==> src/rtl/lsu_pkg.sv <==
// rtl/lsu_pkg.sv - shared funct3 codes, FSM encoding and access-size helpers for the load/store unit
package lsu_pkg;

  localparam logic [2:0] F3_B  = 3'b000;
  localparam logic [2:0] F3_H  = 3'b001;
  localparam logic [2:0] F3_W  = 3'b010;
  localparam logic [2:0] F3_BU = 3'b100;
  localparam logic [2:0] F3_HU = 3'b101;

  localparam logic [1:0] S_IDLE  = 2'd0;
  localparam logic [1:0] S_BEAT0 = 2'd1;
  localparam logic [1:0] S_BEAT1 = 2'd2;
  localparam logic [1:0] S_RESP  = 2'd3;

  function automatic logic [3:0] size_mask(input logic [2:0] funct3);
    case (funct3[1:0])
      2'b00:   size_mask = 4'b0001;
      2'b01:   size_mask = 4'b0011;
      default: size_mask = 4'b1111;
    endcase
  endfunction

  function automatic logic f3_legal(input logic [2:0] funct3);
    f3_legal = (funct3 == F3_B) || (funct3 == F3_H) || (funct3 == F3_W) ||
               (funct3 == F3_BU) || (funct3 == F3_HU);
  endfunction

  // A halfword only crosses a word at offset 3; bytes never do.
  function automatic logic misaligned(input logic [2:0] funct3, input logic [1:0] off);
    misaligned = ((funct3[1:0] == 2'b01) && (off == 2'd3)) ||
                 ((funct3[1:0] == 2'b10) && (off != 2'd0));
  endfunction

endpackage

==> src/rtl/lsu_align.sv <==
// rtl/lsu_align.sv - byte-lane strobe/data shifting and load extract/extend for the load/store unit
module lsu_align
  import lsu_pkg::*;
(
  input  logic [2:0]  funct3,
  input  logic [1:0]  off,
  input  logic [31:0] wdata,
  input  logic [31:0] rdata_lo,
  input  logic [31:0] rdata_hi,
  output logic [7:0]  strb,
  output logic [63:0] wdata_sh,
  output logic [31:0] rdata_ext
);

  logic [31:0] rd_word;
  logic        unused_hi;

  assign unused_hi = ^rdata_hi[31:24];

  always_comb begin
    strb     = {4'b0000, size_mask(funct3)} << off;
    wdata_sh = {32'h0, wdata} << {off, 3'b000};
    // Window of {hi,lo} starting at byte off; only 3 bytes of hi can ever be reached.
    case (off)
      2'd0:    rd_word = rdata_lo;
      2'd1:    rd_word = {rdata_hi[7:0],  rdata_lo[31:8]};
      2'd2:    rd_word = {rdata_hi[15:0], rdata_lo[31:16]};
      default: rd_word = {rdata_hi[23:0], rdata_lo[31:24]};
    endcase
    case (funct3[1:0])
      2'b00:   rdata_ext = {{24{rd_word[7] & ~funct3[2]}}, rd_word[7:0]};
      2'b01:   rdata_ext = {{16{rd_word[15] & ~funct3[2]}}, rd_word[15:0]};
      default: rdata_ext = rd_word;
    endcase
  end

endmodule

==> src/rtl/load_store_unit.sv <==
// rtl/load_store_unit.sv - RV32I load/store initiator driving a word-addressed RAM; MISALIGN_SPLIT_EN enables two-beat misaligned accesses
module load_store_unit
  import lsu_pkg::*;
#(
  parameter int ADDR_W = 32,
  parameter int DATA_W = 32
) (
  input  logic              clk,
  input  logic              rst,
  input  logic              req_valid,
  output logic              req_ready,
  input  logic              req_we,
  input  logic [2:0]        req_funct3,
  input  logic [ADDR_W-1:0] req_addr,
  input  logic [DATA_W-1:0] req_wdata,
  output logic              rsp_valid,
  output logic [DATA_W-1:0] rsp_rdata,
  output logic              rsp_err,
  output logic [ADDR_W-1:0] mem_addr,
  output logic              mem_read,
  output logic [3:0]        mem_write,
  output logic [DATA_W-1:0] mem_wdata,
  input  logic [DATA_W-1:0] mem_rdata
);

  logic [1:0]        state;
  logic              r_we;
  logic              r_err;
  logic [2:0]        r_f3;
  logic [1:0]        r_off;
  logic [31:0]       r_wdata;
  logic [31:0]       r_rdata;
  logic [ADDR_W-1:0] mem_addr_q;
  logic              accept;
  logic              acc_err;
  logic              in_beat;
  logic              last_beat;
  logic [7:0]        strb;
  logic [63:0]       wdata_sh;
  logic [31:0]       rdata_ext;
  logic [31:0]       rd_lo;
  logic [31:0]       rd_hi;

  assign accept = req_valid && req_ready;

`ifdef MISALIGN_SPLIT_EN
  logic        r_split;
  logic [31:0] r_lo;

  assign acc_err   = !f3_legal(req_funct3);
  assign last_beat = (state == S_BEAT1) || !r_split;
  assign rd_lo     = (state == S_BEAT1) ? r_lo : mem_rdata;
  assign rd_hi     = (state == S_BEAT1) ? mem_rdata : 32'h0;
`else
  logic unused_split;

  assign acc_err      = !f3_legal(req_funct3) || misaligned(req_funct3, req_addr[1:0]);
  assign last_beat    = 1'b1;
  assign rd_lo        = mem_rdata;
  assign rd_hi        = 32'h0;
  assign unused_split = ^{strb[7:4], wdata_sh[63:32]};
`endif

  lsu_align u_align (
    .funct3    (r_f3),
    .off       (r_off),
    .wdata     (r_wdata),
    .rdata_lo  (rd_lo),
    .rdata_hi  (rd_hi),
    .strb      (strb),
    .wdata_sh  (wdata_sh),
    .rdata_ext (rdata_ext)
  );

  always_ff @(posedge clk) begin
    if (rst) begin
      state      <= S_IDLE;
      r_we       <= 1'b0;
      r_err      <= 1'b0;
      r_f3       <= 3'b000;
      r_off      <= 2'b00;
      r_wdata    <= 32'h0;
      r_rdata    <= 32'h0;
      mem_addr_q <= '0;
`ifdef MISALIGN_SPLIT_EN
      r_split    <= 1'b0;
      r_lo       <= 32'h0;
`endif
    end else begin
      case (state)
        S_IDLE: if (accept) begin
          r_we    <= req_we;
          r_f3    <= req_funct3;
          r_off   <= req_addr[1:0];
          r_wdata <= req_wdata;
          r_err   <= acc_err;
`ifdef MISALIGN_SPLIT_EN
          r_split <= misaligned(req_funct3, req_addr[1:0]);
`endif
          // Errors skip the RAM entirely, so mem_addr keeps its previous value.
          if (acc_err) begin
            state <= S_RESP;
          end else begin
            mem_addr_q <= {req_addr[ADDR_W-1:2], 2'b00};
            state      <= S_BEAT0;
          end
        end
        S_BEAT0: begin
`ifdef MISALIGN_SPLIT_EN
          r_lo <= mem_rdata;
`endif
          if (last_beat) begin
            r_rdata <= rdata_ext;
            state   <= S_RESP;
          end else begin
            mem_addr_q <= mem_addr_q + ADDR_W'(4);
            state      <= S_BEAT1;
          end
        end
`ifdef MISALIGN_SPLIT_EN
        S_BEAT1: begin
          r_rdata <= rdata_ext;
          state   <= S_RESP;
        end
`endif
        default: state <= S_IDLE;
      endcase
    end
  end

  assign in_beat   = !rst && ((state == S_BEAT0) || (state == S_BEAT1));
  assign req_ready = !rst && (state == S_IDLE);
  assign rsp_valid = !rst && (state == S_RESP);
  assign rsp_err   = rsp_valid && r_err;
  assign rsp_rdata = (rsp_valid && !r_we && !r_err) ? r_rdata : '0;
  assign mem_addr  = mem_addr_q;
  assign mem_read  = in_beat && !r_we;

  always_comb begin
    mem_write = 4'b0000;
    mem_wdata = '0;
    if (in_beat && r_we) begin
      mem_write = (state == S_BEAT1) ? strb[7:4] : strb[3:0];
      mem_wdata = (state == S_BEAT1) ? wdata_sh[63:32] : wdata_sh[31:0];
    end
  end

endmodule
==> config.mk <==
export PLATFORM = sky130hd
export DESIGN_NAME = load_store_unit
export DESIGN_NICKNAME = d
export VERILOG_FILES = /design/src/rtl/lsu_pkg.sv /design/src/rtl/lsu_align.sv /design/src/rtl/load_store_unit.sv
export SDC_FILE = /design/constraint.sdc
export NUM_CORES = 1
export LEC_CHECK = 0
export BUFFER_PORTS_ARGS = -buffer_cell sky130_fd_sc_hd__buf_2
export CAP_MARGIN = 10
export CORE_UTILIZATION = 40
export DETAILED_ROUTE_END_ITERATION = 8
export HOLD_SLACK_MARGIN = 0.02
export PLACE_DENSITY_LB_ADDON = 0.25
export SLEW_MARGIN = 0
export SYNTH_ARGS = -nofsm -noshare
export SYNTH_HDL_FRONTEND = slang
export SYNTH_SLANG_ARGS = --single-unit
==> constraint.sdc <==
create_clock -name clk -period 1.95 [get_ports clk]
set_clock_uncertainty 0.2 [all_clocks]
set_input_delay 0.195 -clock clk [delete_from_list [all_inputs] [get_ports clk]]
set_output_delay 0.195 -clock clk [all_outputs]
set_load 0.005 [all_outputs]
======== After elaboration in Yosys (flattened, before gate mapping) ========
Index checks and enable logic that the tools add are counted.
cells by class
  equality and inequality tests ........... 14
  reductions and logical operators ........ 29
  shift operators ......................... 2
  bitwise logic cells ..................... 4
  muxes and demuxes ....................... 11
operators by type and width
  operator            count
  $mux 32             3
  $pmux 32 s3         1
  $pmux 32 s2         1
  $shl 32x5->64       1
  $logic_and 1x1->1   11
  $eq 2x2->1 const B  5
  $eq 2x1->1 const B  4
  $mux 4              2
  $pmux 4 s2          1
  $shl 4x2->8         1
  $logic_or 1x1->1    7
  $eq 3x3->1 const B  2
  $logic_not 2->1     3
  $logic_not 1->1     4
  $mux 2              2
  $pmux 2 s2          1
  $eq 3x1->1 const B  1
  $eq 3x2->1 const B  1
  $logic_not 3->1     1
  $reduce_and 3->1    1
  $and 1x1->1         2
  $ne 2x2->1 const B  1
  $not 1->1           2
  $reduce_and 2->1    1
  $reduce_bool 2->1   1
storage, ports and cells
  bits in registers ....................... 103
  word-level logic and storage cells ...... 68

======== Depth between registers and ports, before layout ========
Gate-level depths: netlist (run 1).
  depth in word-level cells ............... 10
  gate-level depth with buffers ........... 8

======== Cells and area by module ========
From an unflattened synthesis (run 1), not the netlist that was laid out.
unflattened totals
  cell total of the unflattened synthesis .. 810
  area, all modules ....................... 7288.2 um^2
modules (own cells, without submodules)
  module           seq. area each (um^2)  times used  cells an instance  area each (um^2)
  load_store_unit  2062.0                 1           568                5212.5
  lsu_align        0.0                    1           242                2075.7

======== Worst setup path after synthesis (run 1) ========
Ideal clock, no wire load.
  path type ............................... flip-flop to output port
  start ................................... register state[0]
  end ..................................... output mem_wdata[0]
  data arrival time ....................... 1.598 ns
  required time ........................... 1.555 ns
  stages on the path, launching flop included .. 8
  slack ................................... -0.043 ns
  cell sequence ........................... dfxtp_1 -> inv_1 -> ha_1 -> clkbuf_1 -> nor2_1 -> nand2_2 -> nor2_1 -> a22o_1
on the way
  cells in the longest elaborated chain, start to end .. 5
ends and longest elaborated chain
  element                                   line                                            RTL
  start: declaration                        load_store_unit.sv:26                           logic [1:0] state;
  start signal: assignment                  load_store_unit.sv:77                           state <= S_IDLE;
  start signal: assignment                  load_store_unit.sv:102                          state <= S_RESP;
  start signal: assignment                  load_store_unit.sv:105                          state <= S_BEAT0;
  $eq 2x1->1 or $eq 2x2->1 (tied branches)  load_store_unit.sv:131, load_store_unit.sv:144
  $logic_or 1x1->1                          load_store_unit.sv:131                          assign in_beat = !rst && ((state == S_BEAT0) || (state == S_BEAT1));
  $logic_and 1x1->1                         load_store_unit.sv:131
  $logic_and 1x1->1                         load_store_unit.sv:142                          if (in_beat && r_we) begin
  $mux 32 (*)                               load_store_unit.sv:142
  end: declaration                          load_store_unit.sv:22                           output logic [DATA_W-1:0] mem_wdata,
Every way passes the cells marked *; elsewhere a longest branch is shown, timed or not.

======== Final worst setup path (run 1) ========
  start ................................... register state[0]
  end ..................................... output mem_wdata[29]
The elaborated chain is that of the path after synthesis.

==> summary.md, run 1 <==
| Metric | Value |
|---|---|
| Metal2 WL | between 8000 and 9000 um |
| Ys async rst share | 0% |
| Ys Warns | 0 |
| Min-delay src | mem_rdata[5] |
| Drt pass-1 iters | 4 |
| Failing checks | negative setup slack |
| Violation count after the first detailed-route iteration | about 330 |
| Vias in the first global route | about 5,600 |
| I/O Pins | about 210 |
| CTS Buffer Depth | 2 |
| DIE WIDTH | about 120 um |
| Crit. End Element | output pin |
| Unrepaired setup endpoints after global routing | yes |
| Worst hold path class | in2reg |
| Critical Path AT | 1.86 ns |
| Largest family of logic cells by synthesized area | simple AND/OR/NAND/NOR gates |
| Critical path required time | around 1.6 ns |
| Port Buf Inserts | slightly above 200 |
| First-pass GRT wire length | approximately 28,000 um |
| CTS root buffer | clkbuf_16 |
| Seq/Total Area, Yosys | 36.6% |
| Status | finished, violations left |
| H-tree Lvls | 3 |
| Post-DP HPWL | between 10,000 and 15,000 um |
| Die area | 0.0146 mm2 |
| Min Hold Slack | 0.0929 ns |
| Gp weighted congestion | slightly above 0.8 |
| Setup violations, final | ~70 |
| Yosys reg bits | 103 |
| Slew HR | 61.4% |
| Synth Area in Adders | 0.888% |
| Setup TNS | -16.99 ns |
| Final Non-Filler Cells | between 1,000 and 1,500 |
| Total CTS buffers | 9 |
| Setup CP Type | reg2out |
| DRC viols | 0 |
| Total number of vias | roughly 5,900 |
| Final WS setup | -0.308 ns |
| Fin crit share | 116% |
| GRT Total Usage | about a quarter |
| Worst skew pair latency | 0.36 ns |
| XOR/XNOR Fraction of Synth Area | 0% |
| Share of cells above drive strength 1 | about two fifths |
| Pwr per Cell Area | ~810 mW/mm2 |
| Startpoint Class | flip-flop |
| Cell Area, Synth | between 0.005 and 0.006 mm2 |
| DR vias/cell | slightly above 5 |
| Antenna violations before repair | 0 |
| Die height | around 120 um |
| Tmin final | roughly 2.3 ns |
| Initial Util | around two fifths |
| F_max | between 400 and 500 MHz |
| Synth Instances | roughly 660 |
| Drt wl/cell | 16.2 um |
| Simple-gate share of the synthesized area | about a quarter |
| Hold Fails Final Rpt | 0 |
| Total Routed Length | 18,500 um |
| CTS tree | yes |
| Post-layout nets | ~1,100 |
| Max Cap Violations | 0 |
| Cell row count | 43 |
| Slew at the pin closest to its max-slew limit | 0.575 ns |
| Mux contribution to synthesized area | 17.4% |
| Remaining Overflow, GRT | 0 |
| P&R area growth vs syn | 59.2% |
| Total power | between 7000 and 8000 uW |
| ANT nets after route | 0 |
| Post-synth EDFFs | 0 |
| M1 WL | between 8000 and 9000 um |
| Max layer used | met4 |
| Crit path launch | state[0]$_SDFFE_PP0P_ |
| Leakage | 0.00402 uW |
| VDD IR max | approximately 0.44 mV |
| Complex-gate fraction of the synthesized area | 16.1% |
| Worst-path maximum fanout | 6 |
| CTS Sinks | ~100 |
| Placed cells | roughly 1,000 |
| Diodes inserted | 0 |
| Cell variety after synth | 48 |
| Wire length on met3 | 1000 um |
| Core area | approximately 0.014 mm2 |
| Reg clk slew, reported paths | about 0.08 ns |
| Synthesized area per cell | 8.51 um2 |
| Max-slew violation count | 0 |
| # fillers | ~1,100 |
| Largest net degree at the start of global routing | 52 |
| RR Startpoint | state[0]$_SDFFE_PP0P_ |
| Dominant synthesized flop cell | dfxtp_1 |
[final cells by class]
class                      count  area (um2)  area share, %
tap                          180         225           2.51
inverter                       7        26.3          0.293
clock buffer                   9         225           2.51
sequential                   103        2070           23.1
multi-input combinational    495        3660           40.8
clock inverter                 7        76.3          0.851
timing repair buffer         339        2680           29.9
[power breakdown]
part / leakage, uW / internal [uW] / switching [uW]
combinational: 0.00303 / 1320 / 1330
clock: 0.000145 / 910 / 927
sequential: 0.000845 / 2480 / 313
total: 0.00402 / 4710 / 2570
[cells in the mapped netlist, drive strengths merged (4+ instances only)]
cell type  count  area share, %
a211oi        17            3.2
a21oi         11           0.98
a22o           5           0.78
a32o           4           0.71
and2          34            3.8
and3          12            1.3
buf           30            3.2
clkbuf        28            1.9
dfxtp        103             37
ha             4           0.89
inv            6           0.40
mux2          11            2.2
mux2i         70             12
mux4           7            2.8
nand2         80            5.4
nand2b        37            4.1
nand3         11           0.98
nor2          77            5.2
nor3b          5           0.67
o21ai         48            4.3
o22ai         20            2.2
o2bb2ai        8            1.2
o31ai          8            1.1
[cell usage in the layout, fill, tap and decap left out, types with 15 or more instances in the layout]
| cell | Yosys | routed |
|---|---|---|
| dfxtp_1 | 103 | 99 |
| mux2i_1 | 70 | 68 |
| a211oi_2 | 10 | 15 |
| buf_4 | 5 | 29 |
| o22ai_1 | 20 | 15 |
| nand2b_1 | 37 | 36 |
| and2_4 | 0 | 30 |
| dlygate4sd3_1 | 0 | 78 |
| buf_2 | 20 | 173 |
| nand2_1 | 79 | 77 |
| buf_6 | 3 | 46 |
| o21ai_0 | 47 | 44 |
| nor2_1 | 76 | 72 |
[routing by layer]
metal	GRT usage (%)	up-vias
met5	0	-
met2	40.9	193
met1	30.8	2768
met4	9.34	0
met3	5.71	33
li1	-	2898
[logic make-up after synthesis]
group,count (synthesis)
mux,88
simple gates,272
buf+inv,65
other cells,1
fa+ha+maj,4
compound gates,129
flops,103
[final timing paths]
| check | end | slack [ns] | cells after the start |
|---|---|---|---|
| max reg2reg | r_rdata[27]$_SDFFE_PP0P_ | 0.08 | 7 |
| min | r_rdata[5]$_SDFFE_PP0P_ | 0.09 | 4 |
| max | mem_wdata[29] | -0.31 | 8 |
| min reg2reg | mem_addr[23]$_SDFFE_PP0P_ | 0.30 | 2 |
[per-stage QoR]
| step | utilization (%) | setup WS [ns] | instance area [um2] |
|---|---|---|---|
| after floorplan | - | 0.0124 | 5640 |
| after global placement | 50.8 | -0.0565 | 7020 |
| after detailed placement | 50.8 | -0.126 | 7020 |
| after CTS | 64.0 | -0.339 | 8850 |
| after global routing | 64.9 | -0.396 | 8970 |
| final | 64.9 | -0.308 | 8970 |
[state kept, by name, summed over array words and instances (netlist names)]
register and count:
r_off 2, mem_addr 30, r_rdata 32, r_we 1, r_err 1, r_f3 3, r_wdata 32, state 2
[critical path, cell delays in order (launching register included)]
cell and delay [ns]:
dfxtp_2 0.35, inv_2 0.05, ha_4 0.26, nand3b_1 0.17
buf_6 0.18, nor2_4 0.10, buf_6 0.14, and3_1 0.14
buf_2 0.11
[repair_timing]
item	4_1_cts	5_1_grt
resized for setup	121	28
pin swaps	44	13
gates cloned	5	1
setup buffers	11	2
setup endpoints to repair	70	83
hold endpoints to repair	79	0
hold buffers	78	0
No activity file was read; power rests on OpenSTA's default activity.
==> inputs of run 2 (changes only) <==
--- a/config.mk
+++ b/config.mk
@@ -7,6 +7,7 @@
 export LEC_CHECK = 0
 export BUFFER_PORTS_ARGS = -buffer_cell sky130_fd_sc_hd__buf_2
 export CAP_MARGIN = 10
+export CORE_MARGIN = 4
 export CORE_UTILIZATION = 40
 export DETAILED_ROUTE_END_ITERATION = 8
 export HOLD_SLACK_MARGIN = 0.02
==> run 2 against run 1 <==
The flow still finishes with violations (negative setup slack). Final area is 1.6% lower. Sequential share of layout area is 0.35 points higher. Worst hold slack worse by 0.0081 ns. Critical path depth stayed put. Largest cell class unchanged.
==> summary.md, run 2 (synthesized netlist as in run 1, its figures left out) <==
| Metric | Value |
|---|---|
| Status | finished, violations left |
| Failing checks | negative setup slack |
| Violation count after the first detailed-route iteration | 398 (+20%) |
| Slew HR | 62.0% (+0.54 points) |
| GRT Total Usage | 23.2% (-1.4 points) |
| DR vias/cell | 5.14 (-0.56%) |
| Commonest cells after routing, fill and taps aside | buf_2 (203), dfxtp_1 (99), nand2_1 (77), dlygate4sd3_1 (77), nor2_1 (70) |
| Hold Fails Final Rpt | 0 (unchanged) |
| Crit. End Element | output pin |
| Startpoint Class | flip-flop |
| Drt wl/cell | 16.4 um (+1.3%) |
| Reg2Reg Depth | 6 (-1) |
| Unrepaired setup endpoints after global routing | yes |
| # fillers | 1,157 (+3.3%) |
| Sequential share of power | 36.8% (-1.6 points) |
| ANT nets after route | 0 (unchanged) |
| Fin crit share | 118% (+2.0 points) |
| Critical Path AT | 1.90 ns (+0.04 ns) |
| Die height | 127 um (+5.0%) |
| Final WS setup | -0.347 ns (-0.0387 ns) |
| Worst skew pair latency | 0.36 ns (about the same) |
| R2R Setup Slk | 0.02 ns (-0.06 ns) |
| Max Cap Violations | 0 (unchanged) |
| Post-DP HPWL | 12,000 um (+3.4%) |
| Pwr per Cell Area | 855 mW/mm2 (+5.4%) |
| Total CTS buffers | 9 (unchanged) |
| Power share of the combinational group | 37.1% (+0.7 points) |
| Tmin final | 2.30 ns (+0.0387 ns) |
| DRC viols | 0 (unchanged) |
| Hold EP | r_rdata[1]$_SDFFE_PP0P_ |
| I/O Pins | 207 (unchanged) |
| Hold depth | 4 (unchanged) |
| Clk pwr share | 26.1% (+0.9 points) |
| Leakage | 0.00400 uW (-0.39%) |
| Commonest non-fill, non-tap cell in the layout | buf_2 |
| R2R Path End | r_rdata[17]$_SDFFE_PP0P_ |
| Worst-path maximum fanout | 5 (-1) |
| Drt pass-1 iters | 4 (unchanged) |
| CTS Sinks | 103 (unchanged) |
| Switch share | 34.4% (-0.91 points) |
| Max-slew violation count | 0 (unchanged) |
| Largest net degree at the start of global routing | 77 (+48%) |
| Remaining Overflow, GRT | 0 (unchanged) |
| Die area | 0.0161 mm2 (+10%) |
| CTS root buffer | clkbuf_16 |
| Total number of vias | 5,890 (-0.034%) |
| CP peak stage delay | 0.35 ns (about the same) |
| Port Buf Inserts | 204 (unchanged) |
| Share of cells above drive strength 1 | 38.8% (-1.7 points) |
| Reg clk slew, reported paths | 0.08 ns (about the same) |
| Antenna violations before repair | 0 (unchanged) |
| Place WS | -0.105 ns (+0.0210 ns) |
| Min-delay src | mem_rdata[1] |
| Post-layout nets | 1,066 (+0.38%) |
| Slew at the pin closest to its max-slew limit | 0.567 ns (-0.00797 ns) |
| RR Startpoint | r_off[0]$_SDFFE_PP0P_ |
| Vias in the first global route | 5,960 (+5.8%) |
| Post-Route Utilization | 63.8% (-1.1 points) |
| CP cell instances | inv_2, ha_4, and3b_2, buf_6, nand2_4, nor2_4, a22o_1, buf_2 |
| Setup CP Type | reg2out |
| P&R area growth vs syn | 56.6% |
| Setup violations, final | 68 (unchanged) |
| CTS Buffer Depth | 2 (unchanged) |
| First-pass GRT wire length | 30,400 um (+8.7%) |
| F_max | 435 MHz (-1.7%) |
| Total Routed Length | 18,800 um (+1.8%) |
| Critical path required time | 1.55 ns (about the same) |
| DIE WIDTH | 127 um (+5.0%) |
| Crit-path slowest cell | dfxtp_2 |
| H-tree Lvls | 3 (unchanged) |
| VDD IR max | 0.483 mV (+10%) |
| Gp weighted congestion | 0.810 (+0.33%) |
| Cell row count | 43 (unchanged) |
| Initial Util | 40.8% (unchanged) |
| Core area | 0.0138 mm2 (unchanged) |
| Net Sw Power | 2600 uW (+1.0%) |
| Worst hold path class | in2reg |
| CTS tree | yes |
| Internal power | 4950 uW (+5.1%) |
## run 2: timing repair
action                                  CTS  global route
hold buffers                             77             0
cloned                                    4             2
buffers inserted                         10             4
pin swaps                                 8             9
endpoints found under the setup margin   70            86
gates resized for setup                  67            35
hold endpoints to repair                 79             0
## run 2: layout make-up
type / instances / area (um2) / share of cell area [%]
Tap cell: 180 / 225 / 2.55
Antenna cell: 2 / 5.00 / 0.0567
Sequential cell: 103 / 2070 / 23.4
Clock inverter: 7 / 101 / 1.15
Inverter: 7 / 26.3 / 0.298
Clock buffer: 9 / 225 / 2.55
Timing Repair Buffer: 343 / 2510 / 28.5
Multi-Input combinational cell: 495 / 3660 / 41.5
## run 2: worst max-delay path, delay by kind of cell, from the launching register on
family | cells | cell delay [ns]
AND/OR/NAND/NOR | 3 | 0.44
flip-flops | 1 | 0.35
buffers and inverters | 3 | 0.29
adder cells (fa/ha/maj) | 1 | 0.26
AO/OA/AOI/OAI | 1 | 0.19
## run 2: metal layers
layer  part of all wire (%)  GRT usage (%)  vias up
met4                    2.1           7.82        0
met1                     43           29.8     2784
met2                     49           38.7      170
li1                       -              -     2905
met5                      0              0        -
met3                    5.7           5.18       31
## run 2: worst max path at each step
stage | from | end | slack [ns]
detailed placement | state[1]$_SDFFE_PP0P_ | mem_wdata[21] | -0.11
global placement | state[1]$_SDFFE_PP0P_ | mem_wdata[12] | -0.05
CTS | state[0]$_SDFFE_PP0P_ | rsp_rdata[7] | -0.33
global route | state[1]$_SDFFE_PP0P_ | mem_wdata[12] | -0.44
finish | state[0]$_SDFFE_PP0P_ | mem_wdata[5] | -0.35
floorplan | state[0]$_SDFFE_PP0P_ | mem_wdata[16] | 0.01
## run 2: power by group through the flow
stage / Sequential (uW) / Clock (uW) / Combinational [uW]
floorplan: 2680 / 0 / 1480
finish: 2780 / 1970 / 2800
CTS: 2760 / 2020 / 2580
detailed placement: 2800 / 0 / 2140
global route: 2820 / 2100 / 3070
global placement: 2800 / 0 / 2120
## run 2: through the flow
stage / cell area, um2 / power (uW) / hold slack, ns / setup TNS [ns] / cells
3_5_place_dp: 7060 / 4940 / 0.196 / -1.24 / 1033
4_1_cts: 8620 / 7360 / 0.0716 / -18.94 / 1140
5_1_grt: 8820 / 8000 / 0.109 / -24.09 / 1144
2_1_floorplan: 5640 / 4160 / 0.102 / 0 / 663
6_report: 8830 / 7550 / 0.0848 / -17.25 / 1146
3_3_place_gp: 7060 / 4920 / 0.190 / -0.410 / 1033
